<file path="src/rtl/shell_scheduler.sv">
// shell_scheduler
// Owns the shared pool of tank shells and arbitrates fire requests from two
// tanks. On every frame_clk edge each live shell is either killed, advanced by
// SHELL_STEP along its stored direction, or retired when it leaves the play
// field. At most one new shell is granted per frame, with a per-tank reload
// cooldown and round-robin tie breaking.
//
// Ports
//   frame_clk              frame clock, all state updates on posedge
//   Reset                  asynchronous, active-high reset
//   fire_i[1:0]            level fire request, bit p = tank p
//   tank{0,1}_{x,y}_i      tank positions, sampled on a grant
//   tank{0,1}_dir_i        facing: 0 up, 1 left, 2 down, 3 right
//   kill_i[N-1:0]          collision clear, bit i clears slot i
//   shell_valid_o[N-1:0]   slot i holds a live shell
//   shell_x_o, shell_y_o   slot i position at bits [10i+9:10i]
//   shell_owner_o[N-1:0]   tank that fired slot i
//   grant_o[1:0]           one-frame pulse, bit p = tank p granted this frame
module shell_scheduler #(
  parameter int          NUM_SHELLS = 4,
  parameter logic [9:0]  SHELL_STEP = 10'd4,
  parameter logic [7:0]  COOLDOWN   = 8'd30,
  parameter logic [9:0]  X_MIN      = 10'd1,
  parameter logic [9:0]  X_MAX      = 10'd639,
  parameter logic [9:0]  Y_MIN      = 10'd1,
  parameter logic [9:0]  Y_MAX      = 10'd479
) (
  input  logic                     frame_clk,
  input  logic                     Reset,
  input  logic [1:0]               fire_i,
  input  logic [9:0]               tank0_x_i,
  input  logic [9:0]               tank0_y_i,
  input  logic [9:0]               tank1_x_i,
  input  logic [9:0]               tank1_y_i,
  input  logic [1:0]               tank0_dir_i,
  input  logic [1:0]               tank1_dir_i,
  input  logic [NUM_SHELLS-1:0]    kill_i,
  output logic [NUM_SHELLS-1:0]    shell_valid_o,
  output logic [10*NUM_SHELLS-1:0] shell_x_o,
  output logic [10*NUM_SHELLS-1:0] shell_y_o,
  output logic [NUM_SHELLS-1:0]    shell_owner_o,
  output logic [1:0]               grant_o
);

  localparam int IW = (NUM_SHELLS > 1) ? $clog2(NUM_SHELLS) : 1;

  // Signed 11-bit copies so up/left moves near 0 go negative instead of wrapping.
  localparam logic signed [10:0] STEP_S = signed'({1'b0, SHELL_STEP});
  localparam logic signed [10:0] XMIN_S = signed'({1'b0, X_MIN});
  localparam logic signed [10:0] XMAX_S = signed'({1'b0, X_MAX});
  localparam logic signed [10:0] YMIN_S = signed'({1'b0, Y_MIN});
  localparam logic signed [10:0] YMAX_S = signed'({1'b0, Y_MAX});

  logic [NUM_SHELLS-1:0]    valid_q, valid_d;
  logic [NUM_SHELLS-1:0]    owner_q, owner_d;
  logic [10*NUM_SHELLS-1:0] x_q, x_d, y_q, y_d;
  logic [2*NUM_SHELLS-1:0]  dir_q, dir_d;
  logic [7:0]               cd0_q, cd0_d, cd1_q, cd1_d;
  logic                     last_q, last_d;
  logic [1:0]               grant_q, grant_d;

  logic [10*NUM_SHELLS-1:0] nx_pos, ny_pos;
  logic [NUM_SHELLS-1:0]    in_range;
  logic                     any_free;
  logic [IW-1:0]            free_idx;
  logic                     elig0, elig1, gnt0, gnt1;

  for (genvar i = 0; i < NUM_SHELLS; i++) begin : g_move
    logic signed [10:0] cx, cy, nx, ny;
    logic [1:0]         dir;
    assign dir = dir_q[2*i +: 2];
    assign cx  = signed'({1'b0, x_q[10*i +: 10]});
    assign cy  = signed'({1'b0, y_q[10*i +: 10]});
    assign nx  = (dir == 2'd3) ? cx + STEP_S : (dir == 2'd1) ? cx - STEP_S : cx;
    assign ny  = (dir == 2'd2) ? cy + STEP_S : (dir == 2'd0) ? cy - STEP_S : cy;
    assign in_range[i] = (nx >= XMIN_S) && (nx <= XMAX_S) &&
                         (ny >= YMIN_S) && (ny <= YMAX_S);
    assign nx_pos[10*i +: 10] = nx[9:0];
    assign ny_pos[10*i +: 10] = ny[9:0];
  end

  // Lowest-index free slot, judged on pre-edge occupancy only.
  always_comb begin
    any_free = 1'b0;
    free_idx = '0;
    for (int i = NUM_SHELLS - 1; i >= 0; i--) begin
      if (!valid_q[i]) begin
        any_free = 1'b1;
        free_idx = IW'(i);
      end
    end
  end

  assign elig0 = fire_i[0] && (cd0_q == 8'd0);
  assign elig1 = fire_i[1] && (cd1_q == 8'd0);
  // On a tie the tank that did not win last time goes first.
  assign gnt0  = any_free && elig0 && (!elig1 || last_q);
  assign gnt1  = any_free && elig1 && (!elig0 || !last_q);

  always_comb begin
    valid_d = valid_q;
    owner_d = owner_q;
    x_d     = x_q;
    y_d     = y_q;
    dir_d   = dir_q;
    for (int i = 0; i < NUM_SHELLS; i++) begin
      if (kill_i[i]) begin
        valid_d[i] = 1'b0;
      end else if (valid_q[i]) begin
        if (in_range[i]) begin
          x_d[10*i +: 10] = nx_pos[10*i +: 10];
          y_d[10*i +: 10] = ny_pos[10*i +: 10];
        end else begin
          valid_d[i] = 1'b0;
        end
      end
    end
    // The allocated slot was free before the edge, so it never collides with
    // a move of a live shell; the new shell first advances next frame.
    if (gnt0 || gnt1) begin
      valid_d[free_idx]         = 1'b1;
      owner_d[free_idx]         = gnt1;
      x_d[10*free_idx +: 10]    = gnt1 ? tank1_x_i   : tank0_x_i;
      y_d[10*free_idx +: 10]    = gnt1 ? tank1_y_i   : tank0_y_i;
      dir_d[2*free_idx +: 2]    = gnt1 ? tank1_dir_i : tank0_dir_i;
    end
  end

  always_comb begin
    cd0_d   = gnt0 ? COOLDOWN : ((cd0_q != 8'd0) ? cd0_q - 8'd1 : 8'd0);
    cd1_d   = gnt1 ? COOLDOWN : ((cd1_q != 8'd0) ? cd1_q - 8'd1 : 8'd0);
    last_d  = gnt0 ? 1'b0 : (gnt1 ? 1'b1 : last_q);
    grant_d = {gnt1, gnt0};
  end

  always_ff @(posedge frame_clk or posedge Reset) begin
    if (Reset) begin
      valid_q <= '0;
      owner_q <= '0;
      x_q     <= '0;
      y_q     <= '0;
      dir_q   <= '0;
      cd0_q   <= 8'd0;
      cd1_q   <= 8'd0;
      last_q  <= 1'b1;
      grant_q <= 2'b00;
    end else begin
      valid_q <= valid_d;
      owner_q <= owner_d;
      x_q     <= x_d;
      y_q     <= y_d;
      dir_q   <= dir_d;
      cd0_q   <= cd0_d;
      cd1_q   <= cd1_d;
      last_q  <= last_d;
      grant_q <= grant_d;
    end
  end

  assign shell_valid_o = valid_q;
  assign shell_owner_o = owner_q;
  assign shell_x_o     = x_q;
  assign shell_y_o     = y_q;
  assign grant_o       = grant_q;

endmodule

</file>
<file path="config.mk">
export PLATFORM = sky130hd
export DESIGN_NAME = shell_scheduler
export DESIGN_NICKNAME = d
export VERILOG_FILES = /design/src/rtl/shell_scheduler.sv
export SDC_FILE = /design/constraint.sdc
export NUM_CORES = 1
export LEC_CHECK = 0
export CORE_MARGIN = 4
export CORE_UTILIZATION = 61
export CTS_BUF_LIST = sky130_fd_sc_hd__clkbuf_2 sky130_fd_sc_hd__clkbuf_4 sky130_fd_sc_hd__clkbuf_8
export CTS_CLUSTER_SIZE = 12
export DETAILED_ROUTE_END_ITERATION = 8
export PLACE_DENSITY_LB_ADDON = 0.05
export SLEW_MARGIN = 20
export SYNTH_ARGS = -nofsm -noshare
export SYNTH_HDL_FRONTEND = slang
export SYNTH_SLANG_ARGS = --single-unit
</file>
<file path="constraint.sdc">
create_clock -name frame_clk -period 8.2 [get_ports frame_clk]
set_clock_uncertainty 0.2 [all_clocks]
set_input_delay 1.23 -clock frame_clk [delete_from_list [all_inputs] [get_ports frame_clk]]
set_output_delay 1.23 -clock frame_clk [all_outputs]
set_load 0.05 [all_outputs]
</file>
[Word level (Yosys, flattened, before mapping)]
Index checks and enable logic that the tools add are counted.
Word-level totals
  register bits after elaboration: 115
  input bits: 52
  output and inout bits: 90
  logic and storage cells: 178
Cells by class
  add/subtract/negate cells: 20
  multiply operators: 1
  magnitude comparators: 18
  equality and inequality tests: 12
  shift-type cells: 5
  muxes and demuxes: 78
  bitwise operators: 1
  reduce and logical (&&, ||, !) cells: 34
Operator list (count)
  2-to-1 mux 10 bit: 26
  2-to-1 mux 11 bit: 16
  adder 10 x 3 -> 11 bit (second input constant): 8
  >= comparator 11 x 2 -> 1 bit (second input constant): 8
  subtractor 10 x 3 -> 11 bit (second input constant): 8
  bitwise mux 40 bit: 2
  2-to-1 mux 40 bit: 2
  variable part select 10 x 34 -> 40 bit: 2
  less-or-equal comparator 11 x 10 -> 1 bit (second input constant): 4
  less-or-equal comparator 11 bit (second input constant): 4
  variable shift 10 x 34 -> 40 bit (first input constant): 1
  negator 3 -> 34 bit: 1
  negator 6 -> 34 bit: 1
  variable shift 2 x 34 -> 8 bit (first input constant): 1
  variable part select 2 x 34 -> 8 bit: 1
  2-to-1 mux 8 bit: 4
  logical AND 1 bit: 19
  2-to-1 mux 1 bit: 19
  equality test 2 bit (second input constant): 8
  logical NOT 8 bit: 2
  nonzero test 8 bit: 2
  subtractor 8 x 1 -> 8 bit (second input constant): 2
  2-to-1 mux 2 bit: 5
  bitwise mux 8 bit: 1
  other kinds (12): 22

[Longest topological paths before layout]
Gate-level depths: netlist (run 1).
  depth in word-level cells: 12
  gate-level depth with buffers: 14

[Worst setup path before layout (run 1)]
No wires, ideal clock.
  path kind: register -> register
  start point: reg y_q[22], in the netlist shell_y_o[22]
  end point: reg x_q[24], in the netlist shell_x_o[24]
  library setup time: 0.126 ns
  data arrival time: 3.374 ns
  data required time: 7.874 ns
  setup slack: 4.500 ns
  cell stages (with the launch flop): 13
  period minus slack after synthesis: 3.700 ns
  cells stage by stage: dfrtp_1 buf_2 inv_1 ha_1 or4b_1 a21oi_1 xnor2_1 nand3_1 o32ai_1 nor2_4 buf_6 and3_1 a311o_1
On the way
  word-level cells in the longest chain between the ends: 11
  elaborated cells between the ends (all ways): 13
RTL lines
  start, declared: line 56  | logic [10*NUM_SHELLS-1:0] x_q, x_d, y_q, y_d;
  start signal, assigned: line 151  | y_q <= y_d;
  subtractor 10 x 3 -> 11 bit: line 75  | assign ny = (dir == 2'd2) ? cy + STEP_S : (dir == 2'd0) ? cy - STEP_S : cy;
  2-to-1 mux 11 bit: line 75
  2-to-1 mux 11 bit *: line 75
  >= comparator 11 x 2 -> 1 bit: line 77  | (ny >= YMIN_S) && (ny <= YMAX_S);
  logical AND 1 bit: line 76  | assign in_range[i] = (nx >= XMIN_S) && (nx <= XMAX_S) &&
  logical AND 1 bit *: line 77
  2-to-1 mux 10 bit *: line 110  | if (in_range[i]) begin
  2-to-1 mux 10 bit *: line 109  | end else if (valid_q[i]) begin
  2-to-1 mux 10 bit *: line 107  | if (kill_i[i]) begin
  bitwise mux 40 bit: line 123  | x_d[10*free_idx +: 10] = gnt1 ? tank1_x_i : tank0_x_i;
  2-to-1 mux 40 bit *: line 120  | if (gnt0 || gnt1) begin
  named net x_d[24]: line 56
  end signal, assigned: line 140  | x_q <= '0;
  end signal, assigned: line 150  | x_q <= x_d;
  end, declared: line 56
The timed path passes the listed nets; every way through them passes the cells marked *.
A chain may end at the register's enable or synchronous reset.

[Worst setup path after layout (run 1)]
  start point: reg cd1_q[0]
  end point: reg x_q[24], in the netlist shell_x_o[24]
On the way
  word-level cells in the longest chain between the ends: 8
  elaborated cells between the ends (all ways): 12
RTL lines
  start, declared: line 58  | logic [7:0] cd0_q, cd0_d, cd1_q, cd1_d;
  start signal, assigned: line 144  | cd1_q <= 8'd0;
  start signal, assigned: line 154  | cd1_q <= cd1_d;
  logical NOT 8 bit *: line 95  | assign elig1 = fire_i[1] && (cd1_q == 8'd0);
  logical AND 1 bit *: line 95
  logical AND 1 bit (2 in a row): line 98  | assign gnt1 = any_free && elig1 && (!elig0 || !last_q);
  2-to-1 mux 10 bit: line 123
  variable part select 10 x 34 -> 40 bit: line 123
  bitwise mux 40 bit: line 123
  2-to-1 mux 40 bit *: line 120
  named net x_d[24]: line 56
Marked as above.

==> flow_metrics.tcl, run 1 <==
set metrics [dict create \
    fmax_ghz 0.2331 \
    ys_top_cells_by_area "dfrtp_1 33%, mux2i_1 5.6%, xnor2_1 4.6%" \
    crit_type "register to register" \
    p_leak_nw 4.147 \
    gp_congestion 0.9526 \
    yosysSeqAreaShare_pct 32.82 \
    slew_violations 0 \
    cts_tree "built" \
    cts_sinks 115 \
    grt_max_degree 79 \
    hold_violations 0 \
    synth_xor_xnor_area_share_pct 6.888 \
    muxShareOfSynthArea_pct 7.644 \
    place.port_buffers 141 \
    synth_edf_count 0 \
    peakVddDrop_v 0.0002314 \
    track_usage_pct 34.66 \
    synth_top_family_by_area "simple AND/OR/NAND/NOR gates" \
    hp-start "cd0_q[0]" \
    syn_area_mm2 0.008773 \
    clk_pin_slew_ps 80 \
    critPathMaxFanout 23 \
    final_common_cell "clkdlybuf4s50_1" \
    cts_setup_buffers 0 \
    synth-seq-cells 115 \
    yosys.area_share.simple_pct 27.91 \
    timing.rr.start "cd1_q[0]" \
    vias 8719 \
    rows 43 \
    setup_viol_count_final 0 \
    arrival_ps 4440 \
    worstPathRequired_ps 8350 \
    drt_iter0_drc 1037 \
    worstMarginPinSlew_ps 1006 \
    drcViolationCount 0 \
    wl_per_cell_um 20.83 \
    cts-resized-gates 0 \
    synth_compound_area_share_pct 16.73 \
    yosys.area_share.adder_pct 2.567 \
    hold_class "register to register" \
    avgSynthCellArea_um2 8.485 \
    cap_viol_max_count 0 \
    critical_path.max_stage_delay_ps 590 \
    fin_area_mm2 0.01060 \
    grt_pass1_wl_um 45100 \
    ant_nets 0 \
    die_w_um 127.9 \
    cts_max_path_buffers 2 \
    diodes 0 \
    synth_top_area_share_pct 32.52 \
    final_cell_mix "141 x clkdlybuf4s50_1, 114 x dfrtp_1, 95 x nand2_1, 78 x o21ai_0, 70 x nor2_1" \
    p_per_area_mw_per_mm2 230.5 \
    initial_core_util_pct 62.72 \
    vias_per_cell 6.610 \
    grt_setup_unrepaired "no" \
    synth_nets 1104 \
    coreArea_mm2 0.01399 \
    crit_chain "inv_1, ha_1, nor4b_1, nand3_1, a211o_1, inv_1, buf_4, mux2i_1, nor2_1, o21ai_0, o21ai_0, a311o_1" \
    cts_htree_levels 4 \
    die_h_um 127.9 \
    ios 142 \
    yosysTopAreaCell "dfrtp_1" \
    dieArea_mm2 0.01636 \
    synth_ff_type "dfrtp_1" \
    status "finished clean" \
    period_needed_ps 4290 \
    end_kind "register" \
    routed_wl_um 27470 \
    overflow 0 \
    fin_ws_ps 3910 \
    syn_to_final_growth_pct 20.79 \
    ys_types 85 \
    clk_latency_ps 460 \
    yosys_warnings 0 \
    holdBufCountCts 0 \
    crit_buf_inv 3 \
    place_area_mm2 0.01013 \
    finalCritPeriodShare_pct 52.32 \
    drive_gt1_share_pct 7.463 \
    antenna_found_initial 0 \
    firstDrtPassIters 7 \
    dp_slack_ps 3704 \
    fin_setup_tns_ps 0 \
    syn_inst 1034 \
    critPathLaunch "cd1_q[0]" \
    hpwl_um 19950 \
    grt_pass1_vias 8344 \
    crit_slowest_cell "mux2i_1" \
    critPathLaunchType "register" \
    cp_top_family "compound AO/OA/AOI/OAI gates" \
    cts_root_buffer "clkbuf_8" \
    synthArstFlopShare_pct 100.0 \
    maxSlewHeadroom_pct 32.85 \
    cts_made_buffers 17 \
    design.final.nets 1196 \
]
[worst register-to-register path: stages (launching register included)]
cell and delay (ps):
dfrtp_1 400, inv_1 80, ha_1 220, nor4b_1 560, nand3_1 280, a211o_1 410
inv_1 250, buf_4 450, mux2i_1 600, nor2_1 110, o21ai_0 210, o21ai_0 120
a311o_1 290
[state kept, by name, summed over array words and instances, names as in the netlist]
name / flops
cd1_q: 8
shell_valid_o: 4
shell_y_o: 40
shell_x_o: 40
grant_o: 2
last_q: 1
dir_q: 8
shell_owner_o: 4
cd0_q: 8
[routing by layer]
| layer | wire (µm) | GRT usage [%] |
|---|---|---|
| met5 | 0 | 0 |
| met4 | 792 | 10.55 |
| met3 | 2750 | 8.208 |
| met2 | 12290 | 51.76 |
| met1 | 11640 | 50.16 |
[cell type report]
| type | instances | area (µm²) |
|---|---|---|
| Multi-Input combinational cell | 805 | 5431 |
| Fill cell | 1081 | 3391 |
| Sequential cell | 115 | 2879 |
| Timing Repair Buffer | 147 | 1460 |
| Clock buffer | 22 | 296.5 |
| Tap cell | 180 | 225.2 |
| Clock inverter | 10 | 152.6 |
| Inverter | 40 | 152.6 |
[worst paths after layout]
| check | endpoint | slack [ps] | cells past startpoint |
|---|---|---|---|
| setup / recovery | shell_x_o[24] | 3910 | 12 |
| hold / removal | cd0_q[0] | 260 | 1 |
| setup reg to reg | shell_x_o[24] | 3910 | 12 |
| hold reg to reg | cd0_q[0] | 260 | 1 |
| max in group asynchronous | shell_y_o[28] | 5770 | 3 |
| min in group asynchronous | cd0_q[0] | 950 | 2 |
[cells by family (layout without fill, tap and decap cells)]
logic type / Yosys count / in the layout
and+or+nand+nor: 438 / 438
AOI/OAI and AO/OA: 218 / 218
DFF: 115 / 115
buffers and inverters: 114 / 219
xor gates and xnor gates: 69 / 69
muxes: 62 / 62
adders and majority gates: 18 / 18
[stage by stage]
stage / hold WS (ps) / instances / util [%] / total power, mW
2_1_floorplan: 217.2 / 1034 / - / 1.529
3_3_place_gp: 239.3 / 1287 / 72.45 / 1.813
3_5_place_dp: 244.8 / 1287 / 72.45 / 1.828
4_1_cts: 253.6 / 1319 / 75.66 / 2.437
5_1_grt: 284.6 / 1319 / 75.76 / 2.574
6_report: 256.5 / 1319 / 75.76 / 2.443
[Yosys cell counts, types with 8 or more instances]
| library cell | number |
|---|---|
| xor2_1 | 23 |
| buf_2 | 10 |
| mux2i_1 | 49 |
| a31oi_1 | 8 |
| o21ai_0 | 78 |
| nor2b_1 | 8 |
| ha_1 | 18 |
| nand2_1 | 95 |
| nor4b_1 | 13 |
| nand4_1 | 21 |
| or2_2 | 9 |
| mux2_2 | 10 |
| and3_1 | 8 |
| nand2b_1 | 12 |
| a221o_1 | 8 |
| or3_1 | 20 |
| and4_1 | 14 |
| nor4_1 | 19 |
| o22ai_1 | 8 |
| nand3_1 | 29 |
| xnor2_1 | 46 |
| inv_1 | 40 |
| dfrtp_1 | 114 |
| nor2_1 | 71 |
| a21oi_1 | 27 |
| or4_1 | 10 |
| nor3_1 | 60 |
| clkbuf_1 | 55 |
[power by group]
group | switching (mW) | total (mW) | internal [mW]
registers | 0.216 | 0.895 | 0.680
logic | 0.570 | 0.943 | 0.372
clock network | 0.241 | 0.605 | 0.364
Power figures use the tool's default switching activity.
==> inputs of run 2 (changes only) <==
- CORE_UTILIZATION: 61 -> 51
- clock period: 8.2 -> 3.7 ns (I/O delays scaled with it)
==> run 2 against run 1 <==
Against the previous run:
- sequential power increased by 100%
- routed wire length rose by 2.8%
- via count increased by 0.95%
==> flow_metrics.tcl, run 2 (synthesized netlist as in run 1, its figures left out) <==
set metrics [dict create \
    hold_violations 0 \
    clk_pin_slew_ps 70 \
    rows 47 \
    critical_path_depth 9 \
    fill_cells 1416 \
    dieArea_mm2 0.01937 \
    peakVddDrop_v 0.0005028 \
    final_common_cell "clkdlybuf4s50_1" \
    place.port_buffers 141 \
    drive_gt1_share_pct 12.60 \
    timing.rr.start "shell_y_o[35]" \
    slew_violations 0 \
    crit_slowest_cell "or4b_1" \
    cts_setup_buffers 0 \
    initial_core_util_pct 52.53 \
    arrival_ps 3610 \
    cap_viol_max_count 0 \
    dp_slack_ps 202.4 \
    grt_max_degree 55 \
    maxSlewHeadroom_pct 36.14 \
    period_needed_ps 3497 \
    rrSetupSlack_ps 200 \
    cts_made_buffers 17 \
    setup_viol_count_final 0 \
    drt_iter0_drc 962 \
    cts_root_buffer "clkbuf_8" \
    ios 142 \
    end_kind "register" \
    worstPathRequired_ps 3810 \
    cp_top_family "simple AND/OR/NAND/NOR gates" \
    p_leak_nw 4.468 \
    gp_congestion 0.9413 \
    dp.cells 1395 \
    design.final.nets 1264 \
    critPathLaunchType "register" \
    final_cell_mix "141 x clkdlybuf4s50_1, 114 x dfrtp_1, 95 x nand2_1, 78 x o21ai_0, 72 x buf_4" \
    vias_per_cell 6.173 \
    diodes 0 \
    status "finished clean" \
    fin_ws_ps 202.6 \
    cts-resized-gates 0 \
    multi_input_area_mm2 0.005435 \
    finalCritPeriodShare_pct 94.53 \
    fmax_ghz 0.2859 \
    hpwl_um 21270 \
    track_usage_pct 28.82 \
    worstMarginPinSlew_ps 955.9 \
    firstDrtPassIters 5 \
    critical_path.max_stage_delay_ps 540 \
    crit_chain "or3_1, or4b_1, a2bb2oi_1, xnor2_2, and4b_1, nor4_4, buf_4, mux2i_1, o221ai_1" \
    ant_nets 0 \
    cts_htree_levels 4 \
    cts_sinks 115 \
    cp-endpoint "shell_x_o[32]" \
    grt_pass1_wl_um 45250 \
    register_area_mm2 0.002879 \
    antenna_found_initial 0 \
    cts_tree "built" \
    overflow 0 \
    routed_wl_um 28250 \
    holdPathStages 1 \
    r2r_cells 9 \
    p_per_area_mw_per_mm2 490.7 \
    grt_pass1_vias 8377 \
    cts_max_path_buffers 2 \
    holdBufCountCts 0 \
    coreArea_mm2 0.01670 \
    fin_setup_tns_ps 0 \
    syn_to_final_growth_pct 27.02 \
    die_h_um 139.2 \
    final_cell_count_no_fill 1426 \
    crit_buf_inv 1 \
    vias 8802 \
    die_w_um 139.2 \
    hold_class "register to register" \
    wl_per_cell_um 19.81 \
    worstReg2RegEnd "shell_x_o[32]" \
    crit_type "register to register" \
    critPathLaunch "shell_y_o[35]" \
    critPathMaxFanout 13 \
    drcViolationCount 0 \
    clk_latency_ps 460 \
    grt_setup_unrepaired "no" \
]
## run 2: worst min path at each step
stage | slack [ps] | startpoint | to
2_1_floorplan | 220 | cd0_q[0] | cd0_q[0]
3_5_place_dp | 230 | cd0_q[0] | cd0_q[0]
6_report | 240 | cd0_q[0] | cd0_q[0]
5_1_grt | 250 | cd0_q[0] | cd0_q[0]
3_3_place_gp | 230 | cd0_q[0] | cd0_q[0]
4_1_cts | 240 | cd0_q[0] | cd0_q[0]
## run 2: where the power goes
group          switching [mW]  total (mW)  internal, mW
logic                    1.44        2.39         0.948
registers               0.322        1.83          1.51
clock network           0.543        1.25         0.707
total                    2.31        5.47          3.16
## run 2: final cells by class
| class | instances | share of cell area (%) |
|---|---|---|
| inverter | 40 | 1.381 |
| tap | 220 | 2.470 |
| sequential | 115 | 25.83 |
| clock inverter | 10 | 1.190 |
| multi-input combinational | 805 | 48.77 |
| clock buffer | 21 | 2.481 |
| timing repair buffer | 215 | 17.87 |
## run 2: per-stage QoR
stage	instance area [µm²]	power, mW	util (%)	hold WS [ps]
after global routing	11140	5.769	66.73	249.4
after floorplan	8777	3.388	-	217.2
after global placement	10720	4.179	64.20	230.0
after CTS	11130	5.466	66.65	238.8
after detailed placement	10720	4.206	64.20	230.0
final	11140	5.469	66.73	238.0
## run 2: routing by layer
layer | vias to the layer above | wire (µm) | share of wire (%) | global-route usage, %
met5 | - | 0 | 0 | 0
met4 | 0 | 602 | 2.1 | 8.393
met3 | 60 | 2110 | 7.5 | 8.069
met2 | 345 | 12790 | 45 | 44.18
met1 | 4250 | 12740 | 45 | 40.04
li1 | 4147 | - | - | -
